===== src/rtl/eq_compare_sequencer_pkg.sv =====
// Shared types and constants for the sliced equality comparator.
package eq_compare_sequencer_pkg;

  typedef enum logic [1:0] {
    IDLE = 2'd0,
    CMP  = 2'd1,
    DONE = 2'd2
  } state_t;

  localparam int DEF_SLICE = 6;
  localparam int DEF_WIDTH = 24;

  // Slice index width; a single-slice configuration still needs one bit.
  function automatic int idx_width(input int nslice);
    return (nslice > 1) ? $clog2(nslice) : 1;
  endfunction

endpackage


===== src/rtl/eq_compare_sequencer_eq_slice.sv =====
// Shared SLICE-bit XNOR equality slice; all ones means the slices match.
module eq_slice
  import eq_compare_sequencer_pkg::*;
#(
  parameter int SLICE = DEF_SLICE
) (
  input  logic [SLICE-1:0] a,
  input  logic [SLICE-1:0] b,
  output logic [SLICE-1:0] mask
);

  always_comb begin
    mask = ~(a ^ b);
  end

endmodule


===== src/rtl/eq_compare_sequencer.sv =====
// Multi-cycle wide equality compare: steps one shared slice upward from
// slice 0 and stops at the first mismatching slice.
module eq_compare_sequencer
  import eq_compare_sequencer_pkg::*;
#(
  parameter  int WIDTH  = DEF_WIDTH,
  parameter  int SLICE  = DEF_SLICE,
  localparam int NSLICE = WIDTH / SLICE,
  localparam int IDXW   = idx_width(WIDTH / SLICE)
) (
  input  logic             clk,
  input  logic             rst_n,
  input  logic             start,
  input  logic [WIDTH-1:0] a,
  input  logic [WIDTH-1:0] b,
  output logic             busy,
  output logic             done,
  output logic             equal,
  output logic [IDXW-1:0]  mismatch_idx,
  output logic [SLICE-1:0] slice_mask
);

  localparam logic [IDXW-1:0] LAST_IDX = IDXW'(NSLICE - 1);

  state_t           state;
  logic [IDXW-1:0]  idx;
  logic [WIDTH-1:0] a_reg;
  logic [WIDTH-1:0] b_reg;
  logic [SLICE-1:0] a_sl;
  logic [SLICE-1:0] b_sl;
  logic [SLICE-1:0] mask;

  always_comb begin
    a_sl = a_reg[int'(idx)*SLICE +: SLICE];
    b_sl = b_reg[int'(idx)*SLICE +: SLICE];
  end

  eq_slice #(.SLICE(SLICE)) u_eq_slice (
    .a    (a_sl),
    .b    (b_sl),
    .mask (mask)
  );

  always_ff @(posedge clk or negedge rst_n) begin
    if (!rst_n) begin
      state        <= IDLE;
      idx          <= '0;
      a_reg        <= '0;
      b_reg        <= '0;
      busy         <= 1'b0;
      done         <= 1'b0;
      equal        <= 1'b0;
      mismatch_idx <= '0;
      slice_mask   <= '0;
    end else begin
      done <= 1'b0;
      case (state)
        IDLE: begin
          if (start) begin
            a_reg        <= a;
            b_reg        <= b;
            idx          <= '0;
            equal        <= 1'b0;
            mismatch_idx <= '0;
            slice_mask   <= '0;
            busy         <= 1'b1;
            state        <= CMP;
          end
        end
        CMP: begin
          slice_mask <= mask;
          if (mask != '1) begin
            equal        <= 1'b0;
            mismatch_idx <= idx;
            done         <= 1'b1;
            state        <= DONE;
          end else if (idx == LAST_IDX) begin
            equal        <= 1'b1;
            mismatch_idx <= '0;
            done         <= 1'b1;
            state        <= DONE;
          end else begin
            idx <= idx + IDXW'(1);
          end
        end
        DONE: begin
          busy  <= 1'b0;
          state <= IDLE;
        end
        default: state <= IDLE;
      endcase
    end
  end

endmodule

===== config.mk =====
export PLATFORM = sky130hd
export DESIGN_NAME = eq_compare_sequencer
export DESIGN_NICKNAME = d
export VERILOG_FILES = /design/src/rtl/eq_compare_sequencer_pkg.sv /design/src/rtl/eq_compare_sequencer_eq_slice.sv /design/src/rtl/eq_compare_sequencer.sv
export SDC_FILE = /design/constraint.sdc
export NUM_CORES = 1
export LEC_CHECK = 0
export CAP_MARGIN = 15
export CORE_UTILIZATION = 30
export DETAILED_ROUTE_END_ITERATION = 12
export HOLD_SLACK_MARGIN = 0.06
export PLACE_DENSITY = 0.58
export SETUP_SLACK_MARGIN = 0.5
export SLEW_MARGIN = 20
export SYNTH_ARGS = -nofsm -noshare
export SYNTH_HDL_FRONTEND = slang
export SYNTH_HIERARCHICAL = 1
export SYNTH_SLANG_ARGS = --single-unit

===== constraint.sdc =====
create_clock -name clk -period 5.7 [get_ports clk]
set_clock_uncertainty 0.2 [all_clocks]
set_input_delay 0.855 -clock clk [delete_from_list [all_inputs] [get_ports clk]]
set_output_delay 0.855 -clock clk [all_outputs]
set_load 0.01 [all_outputs]

After elaboration in Yosys (flattened, before gate mapping)
Index checks and enable logic that the tools add are counted.
{"block": "classes", "eq_ne": 8, "n_bitwise": 2, "n_reduce_logical": 9, "mux": 22, "add_sub_neg": 1, "mul": 1, "shift": 2}
{"operator": "$shiftx 24x32->6", "n": 1}
{"operator": "$shiftx 24x6->6", "n": 1}
{"operator": "$mux 2", "n": 8}
{"operator": "$pmux 2 s2", "n": 3}
{"operator": "$pmux 6 s2", "n": 1}
{"operator": "$reduce_and 2->1", "n": 4}
{"operator": "$mux 1", "n": 7}
{"operator": "$mux 6", "n": 1}
{"operator": "$ne 2x2->1 const B", "n": 3}
{"operator": "$ne 6x6->1 const B", "n": 1}
{"operator": "$not 6->6", "n": 1}
{"operator": "$xor 6x6->6", "n": 1}
{"operator": "$eq 2x2->1 const B", "n": 2}
{"operator": "$mul 2x2->4 const B", "n": 1}
{"operator": "$pmux 1 s2", "n": 2}
{"operator": "$reduce_and 4->1", "n": 1}
{"operator": "$reduce_bool 2->1", "n": 2}
{"operator": "$ne 3x3->1 const B", "n": 1}
{"operator": "$reduce_and 3->1", "n": 1}
{"operator": "$add 2x1->2 const B", "n": 1}
{"operator": "$eq 2x1->1 const B", "n": 1}
{"operator": "$logic_not 2->1", "n": 1}
{"block": "word_totals", "input_bits": 51, "reg_bits": 63, "wordCells": 54, "output_inout_bits": 11}

Logic depth before layout (Yosys ltp)
{"block": "depth", "ltp_word": 7, "mapped_depth": 7, "ltp_nobuf": 5}

Cells and area by module
Netlist, hierarchy kept.
{"mod": "eq_compare_sequencer", "cells_per_inst": 278, "n_inst": 1, "area_per_inst_um2": 2718.9, "seq_area_each_um2": 1576.5}
{"mod": "eq_slice", "cells_per_inst": 6, "n_inst": 1, "area_per_inst_um2": 52.6, "seq_area_each_um2": 0.0}

Worst setup path after synthesis
Ideal clock, no wire load.
{"block": "synth_timing", "path_type": "flip-flop to flip-flop", "start": "reg idx[0]", "end": "reg mismatch_idx[0]", "n_path_buf": 2, "path_slack_ps": 3134, "path_stages_with_launch": 8, "t_required_ps": 5432, "period_less_slack_ps": 2566, "setup_time_ps": 68, "t_arrival_ps": 2298, "cell_sequence": "dfrtp_1 > buf_2 > buf_2 > mux4_2 > xnor2_1 > nand4_1 > o31ai_1 > a32o_1"}
{"block": "synth_via", "elab_chain_cells": 7, "word_cells_on_any_way": 11, "classes_between": "mul (1); eq/ne (3); shift (2); mux (2); bitwise (2); reduce/logical (1)"}
{"item": "start, declared", "line_no": "eq_compare_sequencer.sv:26", "text": "logic [IDXW-1:0] idx;"}
{"item": "start signal, assigned", "line_no": "eq_compare_sequencer.sv:83", "text": "idx <= idx + IDXW'(1);"}
{"item": "$mul 2x2->4 *", "line_no": "eq_compare_sequencer.sv:35", "text": "b_sl = b_reg[int'(idx)*SLICE +: SLICE];"}
{"item": "$shiftx 24x6->6 *", "line_no": "eq_compare_sequencer.sv:35"}
{"item": "net b_sl[3]", "line_no": "eq_compare_sequencer.sv:30", "text": "logic [SLICE-1:0] b_sl;"}
{"item": "$xor 6x6->6 *", "line_no": "eq_compare_sequencer_eq_slice.sv:13", "text": "mask = ~(a ^ b);"}
{"item": "$not 6->6 *", "line_no": "eq_compare_sequencer_eq_slice.sv:13"}
{"item": "net mask[3]", "line_no": "eq_compare_sequencer.sv:31", "text": "logic [SLICE-1:0] mask;"}
{"item": "$ne 6x6->1 *", "line_no": "eq_compare_sequencer.sv:72", "text": "if (mask != '1) begin"}
{"item": "$ne 3x3->1 (no line) / $mux 2 (equally long branches)"}
{"item": "$reduce_and 3->1 (no line) / $pmux 2 s2 (equally long branches)"}
{"item": "end signal, assigned", "line_no": "eq_compare_sequencer.sv:74", "text": "mismatch_idx <= idx;"}
{"item": "end, declared", "line_no": "eq_compare_sequencer.sv:19", "text": "output logic [IDXW-1:0] mismatch_idx,"}
Mark *: on every way through the listed nets, which the timed path passes. The rest lies on a longest branch.
A chain may end at the register's enable or synchronous reset.

Final worst setup path
{"block": "layout_timing", "start": "reg idx[0]", "end": "reg mismatch_idx[0]"}
{"block": "layout_via", "elab_chain_cells": 7, "word_cells_on_any_way": 11, "classes_between": "mul (1); eq/ne (3); shift (2); mux (2); bitwise (2); reduce/logical (1)"}
{"item": "$mul 2x2->4 *", "line_no": "eq_compare_sequencer.sv:34", "text": "a_sl = a_reg[int'(idx)*SLICE +: SLICE];"}
{"item": "$shiftx 24x32->6 *", "line_no": "eq_compare_sequencer.sv:34"}
{"item": "net a_sl[2]", "line_no": "eq_compare_sequencer.sv:29", "text": "logic [SLICE-1:0] a_sl;"}
{"item": "$xor 6x6->6 *", "line_no": "eq_compare_sequencer_eq_slice.sv:13"}
{"item": "$not 6->6 *", "line_no": "eq_compare_sequencer_eq_slice.sv:13"}
{"item": "net mask[2]", "line_no": "eq_compare_sequencer.sv:31"}
{"item": "$ne 6x6->1 *", "line_no": "eq_compare_sequencer.sv:72"}
{"item": "$ne 3x3->1 (no line) / $mux 2 (equally long branches)"}
{"item": "$reduce_and 3->1 (no line) / $pmux 2 s2 (equally long branches)"}
Marked as above.

==> run metrics <==
status=finished, violations left; failing checks=DRC; Via density=4.477; Least-Margin Pin Slew=899.5 ps; antenna viol nets, final=0; largest area contributor in the netlist=dfrtp_1; Synth top area share=56.88%; Final setup viols=0; core outline area=0.008848 mm^2; fin nets=394; Seq/Total Area, Yosys=56.88%; worst hold endpoint=b_reg[3]; crit path kind=register to register; cts hold-fix bufs=0; largest net degree at the start of global routing=64; Clk pin slew, worst setup/hold paths=60 ps; RSZ-0062 raised after global routing=false; RD Place Congestion=0.7466; initial antenna violation count=0; synth warn=6; flops & latches, synth=63; share of cells above drive strength 1=8.986%; TritonRoute pass-1 iters=10; Setup crit end kind=register; Die Ht=98.12 um; Post-CTS Resized=0; crit path DAT=3110 ps; hold wc startpoint=b_reg[3]; Post-Syn Instances=284; diode count=0; total power divided by cell area=469.8 mW/mm^2; area of the multi-input gates=0.001106 mm^2; Total GRT Usage=13.34%; final non-filler cell area=0.003617 mm^2; min Tclk post-route=3045 ps; Vias=2028; initial drt markers=91; clk sinks=63; Mapped Avg Cell Area=9.758 um^2; Worst Setup Start Kind=register; H-tree depth=3; Worst-Skew Late Latency=330 ps; Synth-to-Final Area Change=30.52%; DR DRC count=4; chip width=98.12 um; Overflow after GRT=0; vias in the first global route=2104; Port Buffers=61; Hold Path Stages=2; routed len/inst=12.75 um; CTS tree=done; first-pass GRT wire length=9929 um; post-synthesis cell area=0.002771 mm^2; R2R cell count=5; CP Max Fanout=16; Max Cap Viol=0; total wire length=5775 um; Worst VDD drop=0.1728 mV; clock buffer depth=2; Placed Instance Area=0.003451 mm^2; Setup TNS Final=0 ps; LEAKAGE=1.729 nW; fin crit share=53.42%; Critical R2R Capture=mismatch_idx[0]; register area=0.001577 mm^2; Reg-to-Reg Start=idx[0]; max_slew headroom=40.03%; Pins Over Slew Limit=0; HPWL Detailed=4004 um; # rows=34; number of buffers created by CTS=9; Area contributors post-synth=dfrtp_1, nand2_1, mux4_2, xnor2_1, buf_2; syn nets=336; reg2reg setup slack=2650 ps; endpoints failing hold=0; Critical Path RT=5770 ps; Ports=62; synth unique cells=24; Initial Util=31.32%; worst min path class=register to register; die area=0.009627 mm^2; Post-CTS Setup Repair Bufs=0; clock root cell=clkbuf_8; Fmax=328.4 MHz; Fillers=902
layout make-up:
type | instances | area share [%]
sequential | 63 | 43.58
multi-input combinational | 201 | 30.58
timing repair buffer | 63 | 17.16
clock buffer | 13 | 4.393
tap | 108 | 3.736
inverter | 4 | 0.4151
clock inverter | 1 | 0.1384
stage by stage:
| stage | utilization (%) | setup WS [ps] | hold slack (ps) | total power [mW] | instances |
|---|---|---|---|---|---|
| after floorplan | - | 3134 | 239.6 | 1.189 | 284 |
| after global placement | 39.00 | 2675 | 253.9 | 1.364 | 439 |
| after detailed placement | 39.00 | 2642 | 260.5 | 1.389 | 439 |
| after CTS | 40.85 | 2634 | 277.7 | 1.725 | 453 |
| after global routing | 40.88 | 2377 | 291.1 | 1.841 | 453 |
| final | 40.88 | 2655 | 272.1 | 1.699 | 453 |
worst max-delay path: stages, from the launching register on:
cell and delay [ps]:
dfrtp_1 930, mux4_2 620, xnor2_1 240, nand4_1 210
o31ai_1 520, a32o_1 250
cells by family after synthesis:
family                     synth area share (%)
xor gates and xnor gates                  1.896
AOI/OAI and AO/OA                         1.897
adders and majority gates                0.4514
buffers and inverters                     3.521
muxes                                     10.47
and+or+nand+nor                           24.88
DFF                                       56.88
synthesized netlist by cell type:
cell type,number
nand2_1,159
dfrtp_1,63
mux4_2,12
clkbuf_1,8
buf_2,6
nand3_1,6
xnor2_1,6
inv_1,4
a21oi_1,2
a32o_1,2
buf_6,2
mux2i_1,2
a22oi_1,1
ha_1,1
nand2b_1,1
nand4_1,1
nor2_1,1
nor2b_1,1
nor3b_2,1
nor4_2,1
o21a_1,1
o31ai_1,1
or2_2,1
or3b_1,1
where the power goes:
part / leakage, nW / internal, mW / total (mW) / switching [mW]
Clock: 0.0854 / 0.176 / 0.331 / 0.154
Sequential: 0.789 / 0.643 / 0.761 / 0.118
Combinational: 0.855 / 0.293 / 0.607 / 0.315
cell usage in the layout (no fill, tap or decap):
master             n
nand2_1          159
dfrtp_1           63
clkdlybuf4s50_1   60
mux4_2            12
clkbuf_8          11
nand3_1            6
xnor2_1            6
inv_1              4
a32o_1             2
mux2i_1            2
a21oi_1            2
clkbuf_1           2
buf_4              2
nand4_1            1
nor2b_1            1
o31ai_1            1
nor3b_4            1
or3b_4             1
nand2b_1           1
nor4_2             1
or2_2              1
o21a_1             1
a22oi_1            1
nor2_1             1
ha_1               1
clkinv_2           1
buf_2              1
how the worst max path moves through the flow:
stage	from	endpoint	slack, ps	cells past startpoint
after floorplan	idx[0]	mismatch_idx[0]	3130	7
after global placement	start	mismatch_idx[0]	2670	3
after detailed placement	idx[0]	mismatch_idx[0]	2640	5
after CTS	idx[0]	mismatch_idx[0]	2630	5
after global routing	idx[0]	idx[0]	2380	5
final	idx[0]	mismatch_idx[0]	2650	5
metal layers:
metal	vias up	share of wire [%]	GRT usage, %	wire, um
li1	1019	-	-	-
met1	959	46	16.66	2657
met2	41	48	21.45	2761
met3	9	4.2	3.937	242
met4	0	2.0	5.944	114
met5	-	0	0	0
No activity file was read; power rests on OpenSTA's default activity.
